==> src/rtl/flappy_pkg.sv <==
// Shared definitions for the flappy game sequencer: state encoding, score
// and countdown widths, and the default score saturation value.
package flappy_pkg;

   typedef enum logic [2:0] {
      ST_IDLE  = 3'd0,
      ST_READY = 3'd1,
      ST_PLAY  = 3'd2,
      ST_DYING = 3'd3,
      ST_OVER  = 3'd4
   } state_t;

   localparam int SCORE_W   = 14;
   localparam int SCORE_MAX = 9999;
   localparam int COUNT_W   = 2;

endpackage

==> src/rtl/edge_pulse.sv <==
// One-bit rising-edge detector; history resets to 1 so a level already high
// when reset releases is not reported as an edge.
module edge_pulse (
   input  logic clk,
   input  logic rst,
   input  logic level,
   output logic pulse
);

   logic prev;

   always_ff @(posedge clk or posedge rst) begin
      if (rst) prev <= 1'b1;
      else     prev <= level;
   end

   assign pulse = level & ~prev;

endmodule

==> src/rtl/game_sequencer.sv <==
// Top-level game flow FSM: IDLE -> READY countdown -> PLAY -> DYING -> OVER.
// Define HIGH_SCORE_EN to keep a session best score; otherwise best_score is 0.
module game_sequencer
   import flappy_pkg::*;
#(
   parameter int FRAMES_PER_STEP = 60,
   parameter int DYING_FRAMES    = 45,
   parameter int SCORE_MAX       = flappy_pkg::SCORE_MAX
) (
   input  logic               clk,
   input  logic               rst,
   input  logic               start_btn,
   input  logic               jump_btn,
   input  logic               frame_tick,
   input  logic               collision,
   input  logic               pipe_passed,
   output logic [2:0]         state,
   output logic               world_reset,
   output logic               world_run,
   output logic               jump_pulse,
   output logic [COUNT_W-1:0] countdown,
   output logic [SCORE_W-1:0] score,
   output logic [SCORE_W-1:0] best_score
);

   localparam int FRAME_CNT_MAX = (FRAMES_PER_STEP > DYING_FRAMES) ? FRAMES_PER_STEP : DYING_FRAMES;
   localparam int FRAME_CNT_W   = $clog2(FRAME_CNT_MAX + 1);

   state_t                 cur_state;
   logic [FRAME_CNT_W-1:0] frame_cnt;
   logic [SCORE_W-1:0]     score_q;
   logic                   start_edge;
   logic                   jump_edge;

`ifdef HIGH_SCORE_EN
   logic [SCORE_W-1:0]     best_q;
   assign best_score = best_q;
`else
   assign best_score = '0;
`endif

   edge_pulse u_start_edge (
      .clk   (clk),
      .rst   (rst),
      .level (start_btn),
      .pulse (start_edge)
   );

   edge_pulse u_jump_edge (
      .clk   (clk),
      .rst   (rst),
      .level (jump_btn),
      .pulse (jump_edge)
   );

   assign state = cur_state;
   assign score = score_q;

   // frame_cnt is shared: it paces countdown steps in READY and the death animation in DYING
   always_ff @(posedge clk or posedge rst) begin
      if (rst) begin
         cur_state   <= ST_IDLE;
         world_reset <= 1'b1;
         world_run   <= 1'b0;
         jump_pulse  <= 1'b0;
         countdown   <= '0;
         score_q     <= '0;
         frame_cnt   <= '0;
`ifdef HIGH_SCORE_EN
         best_q      <= '0;
`endif
      end else begin
         jump_pulse <= 1'b0;
         case (cur_state)
            ST_IDLE: begin
               world_reset <= 1'b1;
               world_run   <= 1'b0;
               countdown   <= '0;
               if (start_edge) begin
                  cur_state <= ST_READY;
                  countdown <= COUNT_W'(3);
                  score_q   <= '0;
                  frame_cnt <= '0;
               end
            end
            ST_READY: begin
               if (frame_tick) begin
                  if (frame_cnt == FRAME_CNT_W'(FRAMES_PER_STEP - 1)) begin
                     frame_cnt <= '0;
                     if (countdown == COUNT_W'(1)) begin
                        cur_state   <= ST_PLAY;
                        countdown   <= '0;
                        world_reset <= 1'b0;
                        world_run   <= 1'b1;
                     end else begin
                        countdown <= countdown - 1'b1;
                     end
                  end else begin
                     frame_cnt <= frame_cnt + 1'b1;
                  end
               end
            end
            ST_PLAY: begin
               if (jump_edge)
                  jump_pulse <= 1'b1;
               if (pipe_passed && (score_q != SCORE_W'(SCORE_MAX)))
                  score_q <= score_q + 1'b1;
               if (frame_tick && collision) begin
                  cur_state <= ST_DYING;
                  world_run <= 1'b0;
                  frame_cnt <= '0;
               end
            end
            ST_DYING: begin
               if (frame_tick) begin
                  if (frame_cnt == FRAME_CNT_W'(DYING_FRAMES - 1)) begin
                     cur_state <= ST_OVER;
                     frame_cnt <= '0;
`ifdef HIGH_SCORE_EN
                     if (score_q > best_q)
                        best_q <= score_q;
`endif
                  end else begin
                     frame_cnt <= frame_cnt + 1'b1;
                  end
               end
            end
            ST_OVER: begin
               if (start_edge) begin
                  cur_state   <= ST_READY;
                  countdown   <= COUNT_W'(3);
                  score_q     <= '0;
                  frame_cnt   <= '0;
                  world_reset <= 1'b1;
               end
            end
            default: begin
               cur_state   <= ST_IDLE;
               world_reset <= 1'b1;
               world_run   <= 1'b0;
               countdown   <= '0;
               frame_cnt   <= '0;
            end
         endcase
      end
   end

endmodule

==> config.mk <==
export PLATFORM = sky130hd
export DESIGN_NAME = game_sequencer
export DESIGN_NICKNAME = d
export VERILOG_FILES = /design/src/rtl/flappy_pkg.sv /design/src/rtl/edge_pulse.sv /design/src/rtl/game_sequencer.sv
export SDC_FILE = /design/constraint.sdc
export NUM_CORES = 1
export LEC_CHECK = 0
export ABC_AREA = 0
export CAP_MARGIN = 20
export CORE_MARGIN = 2
export CORE_UTILIZATION = 50
export DETAILED_ROUTE_END_ITERATION = 6
export GPL_TIMING_DRIVEN = 0
export HOLD_SLACK_MARGIN = 0.1
export PLACE_DENSITY = 0.79
export SYNTH_ARGS = -nofsm -noshare
export SYNTH_HDL_FRONTEND = slang
export SYNTH_SLANG_ARGS = --single-unit
==> constraint.sdc <==
create_clock -name clk -period 1.9 [get_ports clk]
set_input_delay 0.285 -clock clk [delete_from_list [all_inputs] [get_ports clk]]
set_output_delay 0.285 -clock clk [all_outputs]
set_load 0.05 [all_outputs]
---- Yosys cells after proc, flatten, opt, wreduce, memory -nomap -nowiden ----
Cells that the tools add are included.
word-level totals
  input port bits ......................... 7
  word-level logic and storage cells ...... 84
  register bits after elaboration ......... 30
  output and inout port bits .............. 36
cells by class
  add/sub/neg operators ................... 3
  eq/ne operators ......................... 17
  muxes and demuxes ....................... 36
  reductions and logical operators ........ 13
  bitwise operators ....................... 6
operator list
  operator                                             count
  2-to-1 mux 6 bit                                     6
  2-to-1 mux 14 bit                                    2
  case mux 14 bit (2 select lines)                     1
  case mux 6 bit (4 select lines)                      1
  2-to-1 mux 3 bit                                     7
  != test 2 bit, second input constant                 8
  adder 14 x 1 -> 14 bit, second input constant        1
  != test 14 bit, second input constant                1
  equality test 6 bit, second input constant           2
  case mux 3 bit (4 select lines)                      1
  2-to-1 mux 1 bit                                     10
  2-to-1 mux 2 bit                                     5
  AND reduction 5 bit                                  2
  case mux 2 bit (4 select lines)                      1
  AND reduction 4 bit                                  2
  AND reduction 7 bit                                  1
  adder 6 x 1 -> 6 bit, second input constant          1
  equality test 3 x 2 -> 1 bit, second input constant  2
  case mux 1 bit (3 select lines)                      2
  OR reduction 2 bit                                   3
  inverter 1 bit                                       4
  equality test 3 x 1 -> 1 bit, second input constant  1
  equality test 3 bit, second input constant           1
  zero test 3 bit                                      1
  other kinds (7)                                      9

---- Logic depth before layout (Yosys ltp) ----
Gate-level depths: netlist of run 1.
  depth in word-level cells ............... 5
  depth in mapped cells ................... 6
  mapped depth without buffers ............ 6

---- Modules after synthesis ----
From an unflattened synthesis of run 1, not the netlist that was laid out.
unflattened totals
  cells, all modules ...................... 226
  area total of the unflattened synthesis .. 2,077.0 µm²
modules (own cells, without submodules)
  module          times used  cells each  area an instance (µm²)
  game_sequencer  1           220         1,989.4
  edge_pulse      2           3           43.8

---- Worst setup path before layout of run 1 ----
No wires, ideal clock.
  path kind ............................... register to register
  from .................................... reg score_q[0], in the netlist score[0]
  to ...................................... reg score_q[10], in the netlist score[10]
  required time ........................... 1.813 ns
  cell stages (with the launch flop) ...... 7
  period minus slack after synthesis ...... 1.965 ns
  path slack .............................. -0.065 ns
  arrival time ............................ 1.878 ns
  cells stage by stage .................... dfrtp_1 > ha_1 > and3_1 > nand4_1 > a22o_1 > buf_6 > o211ai_1
between the ends
  longest elaborated chain between the ends .. 4
ends and longest elaborated chain
  what                                                                            RTL line               text
  from (decl)                                                                     game_sequencer.sv:31   logic [SCORE_W-1:0] score_q;
  from (signal assigned)                                                          game_sequencer.sv:107  score_q <= score_q + 1'b1;
  parallel branches: the longest is 4 deep, another holds adder 14 x 1 -> 14 bit  n/a
Parallel ways; which one is timed is not known. The select of a mux whose other input is x is not followed.
A chain may end at the register's enable or synchronous reset.

---- Worst setup path in the final report of run 1 ----
  from .................................... reg score_q[3], in the netlist score[3]
  to ...................................... out score[3]
RTL lines
  what       RTL line              text
  to (decl)  game_sequencer.sv:22  output logic [SCORE_W-1:0] score,
No word-level cell between the ends.

==> results of run 1 <==
## per-stage QoR
step                      setup TNS [ps]  power (mW)
after floorplan                        0        1.81
after global placement                 0        2.10
after detailed placement               0        2.13
after CTS                              0        2.68
after global routing               -30.1        2.87
final                                  0        2.68
## flip-flops by register name, indices dropped and copies added, names as in the netlist
register and flops:
score 14, countdown 2, world_run 1, u_jump_edge.prev 1
u_start_edge.prev 1, frame_cnt 6, state 3, world_reset 1
jump_pulse 1
## routing by layer
layer  vias to the layer above  global-route usage  part of all wire
li1                        875                   -                 -
met1                       871               0.309              0.43
met2                        56               0.400              0.51
met3                         2              0.0531             0.053
met4                         0              0.0755            0.0069
met5                         -                   0                 0
## final cells by class
cell class              count  area [um^2]  share of cell area
plain buffers              22          153              0.0625
clock buffers               8         90.1              0.0369
inverters                  15         56.3              0.0231
multi-input cells         162         1000               0.411
flip-flops and latches     30          757               0.310
well taps                  48         60.1              0.0246
repair buffers             29          323               0.132
## power breakdown
group          switching [mW]  internal (mW)  total (mW)
clock                   0.251          0.295       0.546
sequential              0.150          0.768       0.918
combinational           0.776          0.435        1.21
## worst paths after layout
| path | endpoint | slack (ps) |
|---|---|---|
| worst max-delay path | score[3] | 50 |
| worst min-delay path | score[3] | 290 |
| worst min register to register | score[13] | 520 |
| min in group clk | u_jump_edge.prev | 440 |
| worst max register to register | score[12] | 70 |
| max in group asynchronous | u_jump_edge.prev | 1070 |
## Yosys cell counts (4+ instances only)
master    instances  share of area
buf_4            14          0.055
ha_1              4          0.026
nand4_1           5          0.016
o21ai_0          11          0.029
dfrtp_1          27           0.35
nor2_1            9          0.018
clkbuf_1          5         0.0098
nand2b_1          9          0.030
a31oi_1          20          0.066
inv_1            15          0.030
nand2_1          22          0.043
and3_1            7          0.023
nand3_1           9          0.024
## cell families after synthesis
family                   count (synthesis)
AND/OR/NAND/NOR                         79
flip-flops                              30
buffers and inverters                   37
other                                    1
adder cells (fa/ha/maj)                  4
multiplexers                             3
AO/OA/AOI/OAI                           62
## repair_timing
item / CTS / global route
hold buffers: 0 / 0
setup endpoints to repair: 2 / 18
pin swaps: 0 / 2
gates resized for setup: 2 / 11
==> impl_metrics.py, run 1 <==
metrics = {
    "outcome": {
        "outcome": "finished clean",
    },
    "pwr": {
        "leakagePower_nw": 1.17,
        "ir_drop_mv": 0.673,
        "power_per_cell_area_nw_per_um2": 1100,
    },
    "sta": {
        "drv_slew": 0,
        "worst_pin_slew_ps": 515,
        "relSlewSlack": 0.655,
        "period_share": 0.972,
        "layout_min_cycle_time_ps": 1850,
        "hold_ws_ps": 286,
        "setup_viol": 0,
        "worst_slack_ps": 53.6,
        "skew_ps": 10.8,
        "fmax_ghz": 0.542,
        "finalHoldViolCount": 0,
    },
    "die": {
        "ios": 43,
        "initial_core_util": 0.521,
        "rows": 22,
        "die_area_um2": 4320,
        "coreArea_um2": 3660,
        "die-width_um": 65.8,
        "die_h_um": 65.8,
    },
    "worst_setup_path": {
        "r2r_start": "score[0]",
        "crit_family": "buffers and inverters",
        "crit_buf_inv": 1,
        "criticalPathCategory": "reg2out",
        "startpoint": "score[3]",
        "cp_max_fo": 6,
        "critical_path_arrival_ps": 1560,
        "ff2ff_path_depth": 6,
        "crit_path_top_delay_cell": "clkdlybuf4s50_1",
        "endpoint_kind": "primary output",
        "crit_required_ps": 1620,
        "cp.depth": 1,
        "cpPeakStageDelay_ps": 830,
        "worstSetupStartpointType": "flip-flop",
        "crit_chain": "clkdlybuf4s50_1",
    },
    "cells_and_area": {
        "n_antenna_cell": 0,
        "drive_gt1_frac": 0.135,
        "final_cell_area_um2": 2440,
        "nets": 276,
        "final_util": 0.667,
        "final_cells": 314,
        "num-fill-cells": 314,
        "mostFrequentLayoutCell": "dfrtp_1",
        "final_cell_mix": "dfrtp_1 (25), nand2_1 (22), a31oi_1 (20)",
        "area_growth_pct": 28.0,
    },
    "route": {
        "drc_errors": 0,
        "drt_iter0_markers": 158,
        "dr.pass1.iters": 5,
        "vias_per_cell": 5.75,
        "vias": 1804,
        "ant_nets": 0,
        "wl_per_cell_um": 14.8,
        "wl_um": 4660,
    },
    "synth": {
        "yosys.area_share.simple": 0.221,
        "synthDistinctLibCells": 53,
        "synth.area.mux_share": 0.0157,
        "synth_compound_area_frac": 0.230,
        "synth_edf_count": 0,
        "synthArstFlopShare": 1.00,
        "synthFlopType": "dfrtp_1",
        "synth_xor_xnor_area_share": 0,
        "synth_top_family_by_area": "compound AO/OA/AOI/OAI gates",
        "yosysWarnings": 0,
        "synth.yosys.seq_area_share": 0.396,
        "synth_adder_area_share": 0.0262,
        "syn-instance-count": 216,
        "ys_ff_latch": 30,
        "netlist_area_um2": 1910,
        "syn_area_per_cell_um2": 8.83,
    },
    "clock_tree": {
        "clk_latency_ps": 290,
        "h-tree-depth": 2,
        "path_clk_slew_ps": 70,
        "root_buffer": "clkbuf_8",
        "clk_path_buf_depth": 2,
        "cts_tree": "done",
        "clock-sinks": 30,
        "post_cts_buffers": 0,
        "cts_made_buffers": 5,
    },
    "place": {
        "dp.final_hpwl_um": 3340,
        "place_congestion": 0.894,
        "place_area_um2": 2330,
        "dp_worst_setup_slack_ps": 20.8,
        "io_buffers": 28,
        "dp_cells": 306,
    },
    "global_routing": {
        "grt_max_degree": 23,
        "grt_pass1_wl_um": 7930,
        "grt_pass1_vias": 1715,
        "gr-usage-all-layers": 0.240,
        "antenna_found_initial": 0,
        "overflow": 0,
    },
    "worst_hold_path": {
        "hold_path_class": "in2async",
    },
    "flow_run": {
        "max-cap-violations": 0,
    },
}
Power figures use the tool's default switching activity.
==> run 2, diff against run 1 <==
- GPL_TIMING_DRIVEN: 0 -> 1
- SLEW_MARGIN: default -> 10
==> impl_metrics.py, run 2 (same netlist as run 1, synthesis figures left out) <==
metrics = {
    "outcome": {
        "outcome": "finished clean",
    },
    "global_routing": {
        "overflow": 0,
        "grt_pass1_wl_um": 7530,
        "gr-usage-all-layers": 0.226,
        "grt_pass1_vias": 1697,
        "grt_max_degree": 31,
        "antenna_found_initial": 0,
    },
    "sta": {
        "worst_pin_slew_ps": 510,
        "rsz0062_at_grt": "false",
        "period_share": 0.982,
        "relSlewSlack": 0.659,
        "fmax_ghz": 0.536,
        "skew_ps": 5.74,
        "layout_min_cycle_time_ps": 1870,
        "setup_viol": 0,
        "final.setup.tns_ps": 0,
        "drv_slew": 0,
        "finalHoldViolCount": 0,
    },
    "worst_setup_path": {
        "crit_chain": "clkdlybuf4s50_1",
        "endpoint_kind": "primary output",
        "ff2ff_path_depth": 5,
        "cp_max_fo": 6,
        "crit_family": "buffers and inverters",
        "cpPeakStageDelay_ps": 840,
        "cp.depth": 1,
        "crit_required_ps": 1620,
        "crit_path_top_delay_cell": "clkdlybuf4s50_1",
        "criticalPathCategory": "reg2out",
        "critical_path_arrival_ps": 1580,
        "worstSetupStartpointType": "flip-flop",
        "crit_buf_inv": 1,
    },
    "clock_tree": {
        "postCtsHoldBufs": 0,
        "path_clk_slew_ps": 70,
        "cts_made_buffers": 5,
        "clk_path_buf_depth": 2,
        "post_cts_buffers": 0,
        "h-tree-depth": 2,
        "clk_latency_ps": 290,
        "cts_tree": "done",
        "root_buffer": "clkbuf_8",
        "clock-sinks": 30,
    },
    "route": {
        "drt_iter0_markers": 182,
        "ant_nets": 0,
        "dr.pass1.iters": 4,
        "wl_per_cell_um": 14.4,
        "wl_um": 4390,
        "vias": 1766,
        "drc_errors": 0,
        "vias_per_cell": 5.79,
    },
    "worst_hold_path": {
        "hold_path_class": "in2async",
    },
    "die": {
        "initial_core_util": 0.521,
        "ios": 43,
        "rows": 22,
        "die_area_um2": 4320,
        "die-width_um": 65.8,
        "coreArea_um2": 3660,
        "die_h_um": 65.8,
    },
    "cells_and_area": {
        "final_cell_mix": "dfrtp_1 (25), nand2_1 (22), a31oi_1 (20), clkdlybuf4s50_1 (20), buf_4 (18)",
        "area_growth_pct": 23.0,
        "final_cell_area_um2": 2350,
        "mostFrequentLayoutCell": "dfrtp_1",
        "nets": 267,
        "drive_gt1_frac": 0.144,
        "largest_register_ff_count": 14,
        "n_antenna_cell": 0,
    },
    "flow_run": {
        "max-cap-violations": 0,
    },
    "place": {
        "place_area_um2": 2260,
        "dp.final_hpwl_um": 3030,
        "io_buffers": 28,
        "place_congestion": 0.860,
    },
    "pwr": {
        "leakagePower_nw": 1.03,
        "power_per_cell_area_nw_per_um2": 1150,
        "ir_drop_mv": 0.714,
    },
}
-- run 2: cell count changes in the layout (fill, tap and decap cells not counted), sizes merged --
cell | before | now
clkbuf | 13 | 6
clkinv | 0 | 2
dlygate4sd2 | 2 | 1
dlymetal6s2s | 7 | 1
clkdlybuf4s50 | 19 | 20
buf | 18 | 20
-- run 2: path summary, 6_finish.rpt --
kind,end,slack [ps],startpoint
worst min register to register,score[0],510,score[0]
max in group asynchronous,world_reset,1200,rst
worst max register to register,countdown[0],200,frame_cnt[0]
min in group clk,u_jump_edge.prev,420,jump_btn
worst min-delay path,frame_cnt[0],370,rst
worst max-delay path,score[6],30,score[6]
-- run 2: layer usage --
layer / track usage / wire (um)
met1: 0.275 / 1960
met5: 0 / 0
met4: 0.0885 / 44
met3: 0.0634 / 229
met2: 0.378 / 2150
-- run 2: tightest hold or removal path, cell delays in order --
cell and delay, ps:
clkdlybuf4s50_1 390, inv_1 50, buf_4 350
-- run 2: per-stage QoR --
step,hold slack [ps],power (mW),util,cells,setup slack [ps]
2_1_floorplan,289,1.81,-,229,91.5
3_3_place_gp,495,2.17,0.618,297,181
3_5_place_dp,505,2.18,0.618,297,123
4_1_cts,384,2.70,0.640,305,35.7
5_1_grt,427,2.88,0.641,305,1.76
6_report,372,2.69,0.641,305,34.2
-- run 2: cell type report --
| type | count | area [um^2] |
|---|---|---|
| Fill cell | 338 | 1320 |
| Clock buffer | 6 | 72.6 |
| Tap cell | 48 | 60.1 |
| Inverter | 15 | 56.3 |
| Multi-Input combinational cell | 162 | 993 |
| Clock inverter | 2 | 10.0 |
| Timing Repair Buffer | 42 | 397 |
| Sequential cell | 30 | 757 |
-- run 2: timing repair --
| item | CTS | global route |
|---|---|---|
| endpoints found under the setup margin | 1 | 1 |
| gates resized for setup | 1 | 1 |
| endpoints found under the hold margin | 0 | 0 |
-- run 2: power by group --
| group | switching, mW | leakage [nW] | internal, mW |
|---|---|---|---|
| Combinational | 0.761 | 0.606 | 0.492 |
| Sequential | 0.170 | 0.380 | 0.768 |
| Clock | 0.249 | 0.0450 | 0.253 |
==> run 3, diff against run 2 <==
- HOLD_SLACK_MARGIN: 0.1 -> 0.15
==> results of run 3 <==
The final DEF is identical to that of run 2; final timing and power are the same.
